`src/rtl/edge_event_pkg.sv`:
```
// Shared types and defaults for the debounced edge event counter.
package edge_event_pkg;

    typedef enum logic [1:0] {
        ST_LOW    = 2'd0,
        ST_CHK_HI = 2'd1,
        ST_HIGH   = 2'd2,
        ST_CHK_LO = 2'd3
    } state_e;

    localparam int DEF_STABLE_CYCLES = 4;
    localparam int DEF_CNT_W         = 8;
    localparam int STAB_W            = 8;

endpackage

```
`src/rtl/edge_event_counter_bit_sync.sv`:
```
// Two-flop synchronizer for a single asynchronous level.
module bit_sync (
    input  logic clk,
    input  logic rst_n,
    input  logic d,
    output logic q
);

    logic meta_q;
    logic sync_q;

    always_ff @(posedge clk) begin
        if (!rst_n) begin
            meta_q <= 1'b0;
            sync_q <= 1'b0;
        end else begin
            meta_q <= d;
            sync_q <= meta_q;
        end
    end

    assign q = sync_q;

endmodule

```
`src/rtl/edge_event_counter.sv`:
```
// Debounces an asynchronous level, pulses on accepted rising changes and
// counts those pulses into a saturating counter.
module edge_event_counter
    import edge_event_pkg::*;
#(
    parameter int STABLE_CYCLES = DEF_STABLE_CYCLES,
    parameter int CNT_W         = DEF_CNT_W
) (
    input  logic             clk,
    input  logic             rst_n,
    input  logic             din,
    input  logic             en,
    input  logic             clr,
    output logic             filt,
    output logic             rise,
    output logic [CNT_W-1:0] count,
    output logic             sat
);

    localparam logic [STAB_W-1:0] STAB_LIM = STAB_W'(STABLE_CYCLES);
    localparam logic [CNT_W-1:0]  CNT_MAX  = '1;

    logic              sync2;
    state_e            state_q,  state_d;
    logic [STAB_W-1:0] stab_q,   stab_d;
    logic              filt_q,   filt_d;
    logic              rise_q,   rise_d;
    logic [CNT_W-1:0]  count_q,  count_d;
    logic              sat_q,    sat_d;
    logic [CNT_W-1:0]  count_inc;

    bit_sync u_sync (
        .clk   (clk),
        .rst_n (rst_n),
        .d     (din),
        .q     (sync2)
    );

    // State register
    always_ff @(posedge clk) begin
        if (!rst_n) begin
            state_q <= ST_LOW;
            stab_q  <= '0;
            filt_q  <= 1'b0;
            rise_q  <= 1'b0;
            count_q <= '0;
            sat_q   <= 1'b0;
        end else begin
            state_q <= state_d;
            stab_q  <= stab_d;
            filt_q  <= filt_d;
            rise_q  <= rise_d;
            count_q <= count_d;
            sat_q   <= sat_d;
        end
    end

    // Next-state logic; a limit of one skips the check states entirely
    always_comb begin
        state_d = state_q;
        stab_d  = stab_q;
        unique case (state_q)
            ST_LOW: begin
                if (sync2) begin
                    if (STAB_LIM == 8'd1) begin
                        state_d = ST_HIGH;
                        stab_d  = '0;
                    end else begin
                        state_d = ST_CHK_HI;
                        stab_d  = 8'd1;
                    end
                end
            end
            ST_CHK_HI: begin
                if (!sync2) begin
                    state_d = ST_LOW;
                    stab_d  = '0;
                end else if (stab_q + 8'd1 == STAB_LIM) begin
                    state_d = ST_HIGH;
                    stab_d  = '0;
                end else begin
                    stab_d  = stab_q + 8'd1;
                end
            end
            ST_HIGH: begin
                if (!sync2) begin
                    if (STAB_LIM == 8'd1) begin
                        state_d = ST_LOW;
                        stab_d  = '0;
                    end else begin
                        state_d = ST_CHK_LO;
                        stab_d  = 8'd1;
                    end
                end
            end
            ST_CHK_LO: begin
                if (sync2) begin
                    state_d = ST_HIGH;
                    stab_d  = '0;
                end else if (stab_q + 8'd1 == STAB_LIM) begin
                    state_d = ST_LOW;
                    stab_d  = '0;
                end else begin
                    stab_d  = stab_q + 8'd1;
                end
            end
            default: begin
                state_d = ST_LOW;
                stab_d  = '0;
            end
        endcase
    end

    // Output logic, decoded from the next state so filt/rise are registered
    always_comb begin
        filt_d = (state_d == ST_HIGH) || (state_d == ST_CHK_LO);
        rise_d = filt_d && !filt_q;
    end

    // Counter consumes the registered rise pulse; clear wins over an increment
    assign count_inc = count_q + 1'b1;

    always_comb begin
        count_d = count_q;
        sat_d   = sat_q;
        if (clr) begin
            count_d = '0;
            sat_d   = 1'b0;
        end else if (rise_q && en && !sat_q) begin
            count_d = count_inc;
            if (count_inc == CNT_MAX) begin
                sat_d = 1'b1;
            end
        end
    end

    assign filt  = filt_q;
    assign rise  = rise_q;
    assign count = count_q;
    assign sat   = sat_q;

endmodule

```
`config.mk`:
```
export PLATFORM = sky130hd
export DESIGN_NAME = edge_event_counter
export DESIGN_NICKNAME = d
export VERILOG_FILES = /design/src/rtl/edge_event_pkg.sv /design/src/rtl/edge_event_counter_bit_sync.sv /design/src/rtl/edge_event_counter.sv
export SDC_FILE = /design/constraint.sdc
export NUM_CORES = 1
export LEC_CHECK = 0
export CAP_MARGIN = 20
export CORE_AREA = 2 2 52 54
export CTS_BUF_LIST = sky130_fd_sc_hd__clkbuf_8
export DETAILED_ROUTE_END_ITERATION = 8
export DIE_AREA = 0 0 54 56
export PLACE_DENSITY = 0.78
export SKIP_CTS_REPAIR_TIMING = 1
export SYNTH_ARGS = -nofsm -noshare
export SYNTH_HDL_FRONTEND = slang
export SYNTH_SLANG_ARGS = --single-unit
```
`constraint.sdc`:
```
create_clock -name clk -period 1.9 [get_ports clk]
set_clock_uncertainty 0.1 [all_clocks]
set_input_delay 0.285 -clock clk [delete_from_list [all_inputs] [get_ports clk]]
set_output_delay 0.285 -clock clk [all_outputs]
set_load 0.01 [all_outputs]
```
==> metrics, run 1 <==
Leak=0.520 nW; post-layout min period=between 1.5 and 2 ns; DP HPWL=between 1.5 and 2 mm; slew margin rel.=73.3%; detailed-route via count=about 1,100; root buffer cell=clkbuf_8; Worst Reg-to-Reg Cells=5; post-placement cell count=roughly 190; Setup crit start kind=register; first-pass GRT wire length=~4.2 mm; commonest cells after routing, fill and taps aside=dfxtp_1, clkdlybuf4s50_1, nand2_1, nor2_1, nand3_1; footprint of the multi-input gates=between 700 and 800 µm²; 1st-iter DRT viols=31; share of cells above drive strength 1=about an eighth; crit path DAT=roughly 1.9 ns; total gr overflow=0; row count=18; antenna fix cells=0; WP data required=a little under 2 ns; Filler cells=around 220; Synth Cell Area=~1200 µm²; largest net degree at the start of global routing=13; worst min path class=reg -> reg; GP Congestion=around 0.93; Die X-Extent=between 50 and 60 µm; io pins=16; CTS H-tree depth=1; Post-synth EDFFs=0; fin cells=between 150 and 200; Hold Startpoint=u_sync.meta_q; fin. max-slew vios=0; Avg Inst Size Synth=8.50 µm²; Netlist cell types=between 40 and 50; DRC=0; Routed wire per std cell=around 13 µm; Num CTS Buffers=3; final wirelength=about 2.5 mm; vias in the first global route=970; CTS tree=built; area grow syn2layout=21.1%; DRT Pass-1 Iters=4; net count reported at finish=around 170; Seq cells post-synth=23; Clock Sinks=23; core area=2430 µm²; Worst Setup SP=stab_q[0]; Antenna Nets Post-Route=0; register area share after synthesis=between 30% and 40%; reg2reg end=rise; Synth area leaders=dfxtp_1, nand3_1, nand2_1; leading cell type in the layout, fill and taps excluded=dfxtp_1; status=complete, no violations; gr usage total=18.2%; worst-skew pair later-pin latency=0.26 ns; FMAX=between 500 and 600 MHz; Final Cycle Share=around 94%; ys flop type=dfxtp_1; final hold vios=0; Worst Path Max Fanout=5; max-cap violations=0; Initial Util=49.9%; Setup crit end kind=register; FF+latch area=around 460 µm²; Synth top area share=37.9%; RSZ-0062 raised after global routing=no; Crit Path Class=reg -> reg; clock buffer depth=2; asr flop ratio synth=0%; drt via density=approximately 5.9; PortBufs=15; setup violators final=0; Yosys top cell by area=dfxtp_1; Worst-Margin Slew=just under 0.4 ns; pwr dens=~560 nW/µm²; R2R Path Start=stab_q[0]; Max VDD drop=around 0.57 mV; syn nets=between 150 and 200; clk slew on worst S/H paths=~0.070 ns; initial antenna violation count=0; chip height=between 50 and 60 µm; Worst Setup EP=rise; number of synthesis warnings=0; Die Footprint=roughly 3000 µm²; Syn Inst Count=~140; r2r setup slk=0.11 ns; setup TNS=0 ns
-- sequential cells by signal, indices dropped and copies added (netlist names) --
signal	flops
rise	1
state_q	2
filt	1
count	8
sat	1
u_sync.meta_q	1
u_sync.q	1
stab_q	8
-- cells by family (layout without fill, tap and decap cells) --
logic type | Yosys count | count (layout) | synth area share [%]
buffers and inverters | 11 | 30 | 3.71
flip-flops | 23 | 23 | 37.9
adder cells (fa/ha/maj) | 3 | 3 | 3.09
AND/OR/NAND/NOR | 65 | 65 | 30.5
XOR/XNOR | 7 | 7 | 5.66
multiplexers | 3 | 3 | 2.47
AO/OA/AOI/OAI | 31 | 31 | 16.7
-- cell type report --
cell class	instances	share of cell area [%]
multi-input cells	109	48.2
clock buffers	3	2.81
repair buffers	22	13.8
clock inverters	1	0.255
flip-flops and latches	23	31.4
inverters	4	1.02
well taps	30	2.55
-- metrics by stage --
step	setup slack, ns	power [mW]	util, %	cell area, µm²	hold slack, ns
final	0.106	0.819	60.5	1470	0.349
after global routing	0.0192	0.857	60.5	1470	0.389
after CTS	0.0820	0.833	60.4	1470	0.354
after detailed placement	0.104	0.536	58.6	1430	0.332
after global placement	0.147	0.535	58.6	1430	0.330
after floorplan	0.146	0.518	-	1210	0.312
-- metal layers --
layer  vias up  routed length [µm]  GRT usage (%)
li1        562                   -              -
met1       521                1140           23.1
met2        42                1210           27.7
met3         5                 132           4.03
met4         0                  46           10.0
met5         -                   0              0
-- worst min-delay path by stage --
stage                           to  slack [ns]  depth (start not counted)
after floorplan           u_sync.q        0.31                          1
after global placement    u_sync.q        0.33                          1
after detailed placement  u_sync.q        0.33                          1
after CTS                 u_sync.q        0.35                          1
after global routing      u_sync.q        0.39                          1
final                     u_sync.q        0.35                          1
-- where the power goes --
part | switching [mW] | internal (mW)
Clock | 0.150 | 0.144
Sequential | 0.00416 | 0.486
Combinational | 0.0180 | 0.0173
-- critical path: stages (launching register included) --
cell and delay, ns:
dfxtp_2 0.34, ha_1 0.22, xor2_1 0.14, or4_4 0.43, a21oi_2 0.28, mux2i_1 0.21
-- Yosys cell counts, types with 2 or more instances --
cell type and number:
nand3_1 9, inv_1 4, nand3b_1 4, or3_2 2, a211oi_1 2, o21ai_0 7, nand2_1 12, and2_1 2
a21boi_0 2, dfxtp_1 23, o211ai_1 2, a21oi_1 7, a31oi_1 2, mux2i_1 3, o211a_1 2, xnor2_1 2
nor2_1 11, nor4_1 3, and3b_1 2, clkbuf_2 2, xor2_1 4, clkbuf_1 3, nor3_1 2, ha_1 3
o21a_1 3, nand4_1 5
No activity file was read; power rests on OpenSTA's default activity.
==> run 2: changes to the inputs <==
CORE_AREA = 2 2 45 57   (was 2 2 52 54)
DIE_AREA = 0 0 47 59   (was 0 0 54 56)
HOLD_SLACK_MARGIN = 0.05   (was default)
PLACE_DENSITY = 0.76   (was 0.78)
SYNTH_HIERARCHICAL = 1   (was default)
==> run 2 against run 1 <==
Against the previous run: non-clock buffer count fell by 6; area after synthesis fell by 13%; utilization fell by 1.3 points; clock power rose by 2%; combinational power fell by 13%; die area fell by 8.3%; synthesized cell count fell by 15%; fmax rose by 5.5%; final area fell by 12%; critical endpoint is now count[4]; largest cell class unchanged.
==> metrics, run 2 <==
status=complete, no violations; final hold slack=between 0.3 and 0.4 ns; antenna fix cells=0; Initial Util=around 48%; DRC=0; PortBufs=15; Filler cells=about 200; detailed-route via count=about 930; r2r setup slk=0.27 ns; crit path DAT=about 1.3 ns; Die Footprint=about 2800 µm²; Synth top area share=between 40% and 50%; Worst Path Max Fanout=8; most frequent cell after synthesis=dfxtp_1; Worst Hold Endpoint=rise; gr usage total=18.6%; CTS H-tree depth=1; Worst path slowest cell=clkdlybuf4s50_1; row count=19; R2R Path Start=stab_q[1]; Leak=~0.44 nW; net count reported at finish=148; Setup crit start kind=register; setup TNS=0 ns; total gr overflow=0; Seq cells post-synth=23; WP data required=1.51 ns; Netlist cell types=31; pwr dens=about 630 nW/µm²; asr flop ratio synth=0%; Worst-Margin Slew=0.450 ns; Crit. path cell count=1; Routed wire per std cell=roughly 13 µm; Setup crit end kind=output pin; slew margin rel.=a little over two thirds; CP top delay family=buffers and inverters; Antenna Nets Post-Route=0; core area=between 2000 and 2500 µm²; Crit path largest cell delay=0.59 ns; Synth Cell Area=between 1000 and 1500 µm²; GP Congestion=approximately 0.81; clock buffer depth=2; ys flop type=dfxtp_1; pre-CTS setup slack=between 0.2 and 0.25 ns; DRT Pass-1 Iters=4; Buf/Inv on CP=1; area grow syn2layout=22.3%; commonest cells after routing, fill and taps aside=dfxtp_1, clkdlybuf4s50_1, nor2_1, nand3_1, nand2_1; footprint of the multi-input gates=578 µm²; number of synthesis warnings=6; initial antenna violation count=0; worst-skew pair later-pin latency=roughly 0.27 ns; Commonest cells post-synth=dfxtp_1, nor2_1, nand2_1, nand3_1, nor3_1; RSZ-0062 raised after global routing=no; final wirelength=2.20 mm; 1st-iter DRT viols=23; share of cells above drive strength 1=5.04%; CTS tree=built; io pins=16; Post-synth EDFFs=0; Die X-Extent=roughly 47 µm; Yosys top cell by area=dfxtp_1; Worst Reg-to-Reg Cells=5; reg2reg end=rise; leading cell type in the layout, fill and taps excluded=dfxtp_1; max-cap violations=0; worst min path class=reg -> reg; post-layout min period=~1.7 ns; CP Cell Sequence=clkdlybuf4s50_1; Hold Startpoint=filt; Avg Inst Size Synth=about 8.7 µm²; Crit Path Class=reg -> out; clk slew on worst S/H paths=about 0.080 ns; setup violators final=0; FF+latch area=about 460 µm²; largest net degree at the start of global routing=13; Final Cycle Share=89.5%; vias in the first global route=approximately 830; Tot Pwr=between 0.8 and 0.9 mW; register area share after synthesis=approximately 43%; Num CTS Buffers=3; root buffer cell=clkbuf_8; Max VDD drop=around 0.59 mV; setup ws final=0.200 ns; chip height=slightly below 60 µm; fin. max-slew vios=0; Synth area leaders=dfxtp_1, nor2_1, nand3_1; final hold vios=0; FMAX=about 600 MHz; DP HPWL=between 1.5 and 2 mm; drt via density=about 5.5; Syn Inst Count=122; syn nets=130; Clock Sinks=23; Min-Delay Path Depth=1; first-pass GRT wire length=~3.8 mm
-- run 2: cell count changes after synthesis, sizes merged, moves of 3 or more --
| cell | before | now |
|---|---|---|
| nor4 | 3 | 0 |
| nor2 | 11 | 14 |
| nand4 | 5 | 2 |
| a21oi | 8 | 4 |
| o21ai | 7 | 4 |
| nand2 | 13 | 9 |
| nor3 | 2 | 6 |
| o21a | 3 | 0 |
-- run 2: layer usage --
metal  up-vias  global-route usage, %  share of wire [%]
met4         0                   9.13                1.3
li1        468                      -                  -
met5         -                      0                  0
met3         4                   1.22                4.3
met2        29                   29.5                 49
met1       430                   25.1                 45
-- run 2: cell families (layout without fill, tap and decap cells) --
| group | Yosys count | in the layout | synth area share [%] |
|---|---|---|---|
| AOI/OAI and AO/OA | 17 | 17 | 9.69 |
| DFF | 23 | 23 | 43.5 |
| muxes | 1 | 1 | 0.946 |
| buffers and inverters | 7 | 24 | 2.48 |
| xor gates and xnor gates | 10 | 10 | 8.98 |
| adders and majority gates | 3 | 3 | 3.55 |
| and+or+nand+nor | 61 | 61 | 30.9 |
-- run 2: area by class of cell --
cell class	instances	area share [%]
inverter	4	1.16
tap	31	3.00
clock buffer	3	3.19
timing repair buffer	16	12.2
sequential	23	35.6
multi-input combinational	92	44.6
clock inverter	1	0.290
-- run 2: worst max path at each step --
stage,from,end
6_report,count[4],count[4]
4_1_cts,stab_q[0],rise
5_1_grt,stab_q[1],rise
3_3_place_gp,en,count[3]
3_5_place_dp,stab_q[0],rise
2_1_floorplan,stab_q[0],rise
-- run 2: stage by stage --
stage	instances	util, %	instance area [µm²]
after global placement	166	56.9	1240
after detailed placement	166	56.9	1240
after global routing	170	59.2	1290
final	170	59.2	1290
after CTS	170	58.9	1290
after floorplan	122	-	1060
-- run 2: where the power goes --
part / switching, mW / internal [mW]
Clock: 0.157 / 0.145
Sequential: 0.00333 / 0.485
Combinational: 0.0168 / 0.0140
==> run 3: changes to the inputs <==
CORE_AREA = 2 2 43 55   (was 2 2 45 57)
DIE_AREA = 0 0 45 57   (was 0 0 47 59)
PLACE_DENSITY = 0.79   (was 0.76)
RECOVER_POWER = 100   (was default)
SKIP_LAST_GASP = 1   (was default)
clock period = 1.73 ns   (was 1.9 ns; I/O delays follow)
==> run 3 against run 2 <==
Against the previous run: largest power group unchanged; non-clock buffer count is the same; routed wire length up 1.5%; highest routed layer unchanged; global-route usage grew 0.72 points; combinational power rose by 7.8%.
==> metrics, run 3 (same netlist as run 2, synthesis figures left out) <==
status=complete, no violations; setup violators final=0; final wirelength=around 2.2 mm; root buffer cell=clkbuf_8; largest net degree at the start of global routing=14; leading cell type in the layout, fill and taps excluded=dfxtp_1; DP HPWL=roughly 1.6 mm; Setup crit start kind=register; final hold vios=0; clock buffer depth=2; pwr dens=696 nW/µm²; post-layout min period=around 1.7 ns; worst-skew pair later-pin latency=around 0.26 ns; GP Congestion=slightly above 0.8; CP top delay family=buffers and inverters; io pins=16; first-pass GRT wire length=between 3 and 4 mm; Setup crit end kind=output pin; Max VDD drop=0.561 mV; crit path DAT=1.30 ns; fin. max-slew vios=0; Leak=0.462 nW; clk slew on worst S/H paths=around 0.08 ns; Tot Pwr=slightly below 0.9 mW; Die X-Extent=roughly 45 µm; CTS H-tree depth=1; area grow syn2layout=21.4%; DRC=0; slew margin rel.=between 70 and 80%; gr usage total=between 10% and 20%; drt via density=between 5 and 6; Worst-Margin Slew=about 0.41 ns; row count=19; max-cap violations=0; Filler cells=197; commonest cells after routing, fill and taps aside=dfxtp_1, nor2_1, nand3_1, nand2_1, clkdlybuf4s50_1; core area=between 2000 and 2500 µm²; Initial Util=between 50% and 60%; RSZ-0062 raised after global routing=yes; FMAX=~600 MHz; Final Cycle Share=95.9%; initial antenna violation count=0; setup TNS=0 ns; Routed wire per std cell=approximately 14 µm; PortBufs=15; worst min path class=reg -> reg; CP Cell Sequence=clkdlybuf4s50_1; Num CTS Buffers=3; Die Footprint=~2600 µm²; CTS tree=built; vias in the first global route=a little under 900; Antenna Nets Post-Route=0; WP data required=approximately 1.4 ns; net count reported at finish=about 150; Worst Path Max Fanout=7; Buf/Inv on CP=1; 1st-iter DRT viols=32; Clock Sinks=23; Crit Path Class=reg -> out; total gr overflow=0; chip height=between 50 and 60 µm; antenna fix cells=0; Worst path slowest cell=clkdlybuf4s50_1; DRT Pass-1 Iters=4; detailed-route via count=959; Crit path largest cell delay=just under 0.6 ns; share of cells above drive strength 1=6.47%
==> run 3: worst paths after layout <==
check / from / to / cells after the start / slack [ns]
worst min-delay path: filt / rise / 1 / 0.33
worst max register to register: stab_q[0] / rise / 5 / 0.10
worst max-delay path: count[0] / count[0] / 1 / 0.07
worst min register to register: filt / rise / 1 / 0.33
==> run 3: through the flow <==
stage | instances | area [µm²] | hold slack [ns] | setup WS, ns | util, %
after detailed placement | 156 | 1230 | 0.325 | 0.0326 | 58.9
after global placement | 156 | 1230 | 0.316 | 0.142 | 58.9
after floorplan | 122 | 1060 | 0.281 | 0.245 | -
final | 160 | 1280 | 0.330 | 0.0714 | 61.4
after CTS | 160 | 1280 | 0.339 | -0.00303 | 61.1
after global routing | 160 | 1280 | 0.359 | -0.00241 | 61.4
==> run 3: area by class of cell <==
type / instances / area, µm² / area share (%)
clock inverter: 1 / 5.00 / 0.389
multi-input combinational: 92 / 578 / 45.0
inverter: 4 / 15.0 / 1.17
clock buffer: 3 / 41.3 / 3.21
timing repair buffer: 16 / 158 / 12.3
tap: 21 / 26.3 / 2.04
sequential: 23 / 462 / 35.9
==> run 3: report_power, final <==
part | total [mW] | internal, mW | switching [mW]
logic | 0.0332 | 0.0148 | 0.0184
registers | 0.537 | 0.533 | 0.00370
clock network | 0.325 | 0.160 | 0.164
total | 0.895 | 0.708 | 0.186
==> run 3: layer usage <==
| metal | wire length, µm | share of wire [%] | global-route usage, % | vias up |
|---|---|---|---|---|
| li1 | - | - | - | 466 |
| met1 | 904 | 40 | 23.7 | 451 |
| met2 | 1190 | 53 | 31.2 | 38 |
| met3 | 102 | 4.6 | 2.85 | 4 |
| met4 | 38 | 1.7 | 11.3 | 0 |
| met5 | 0 | 0 | 0 | - |
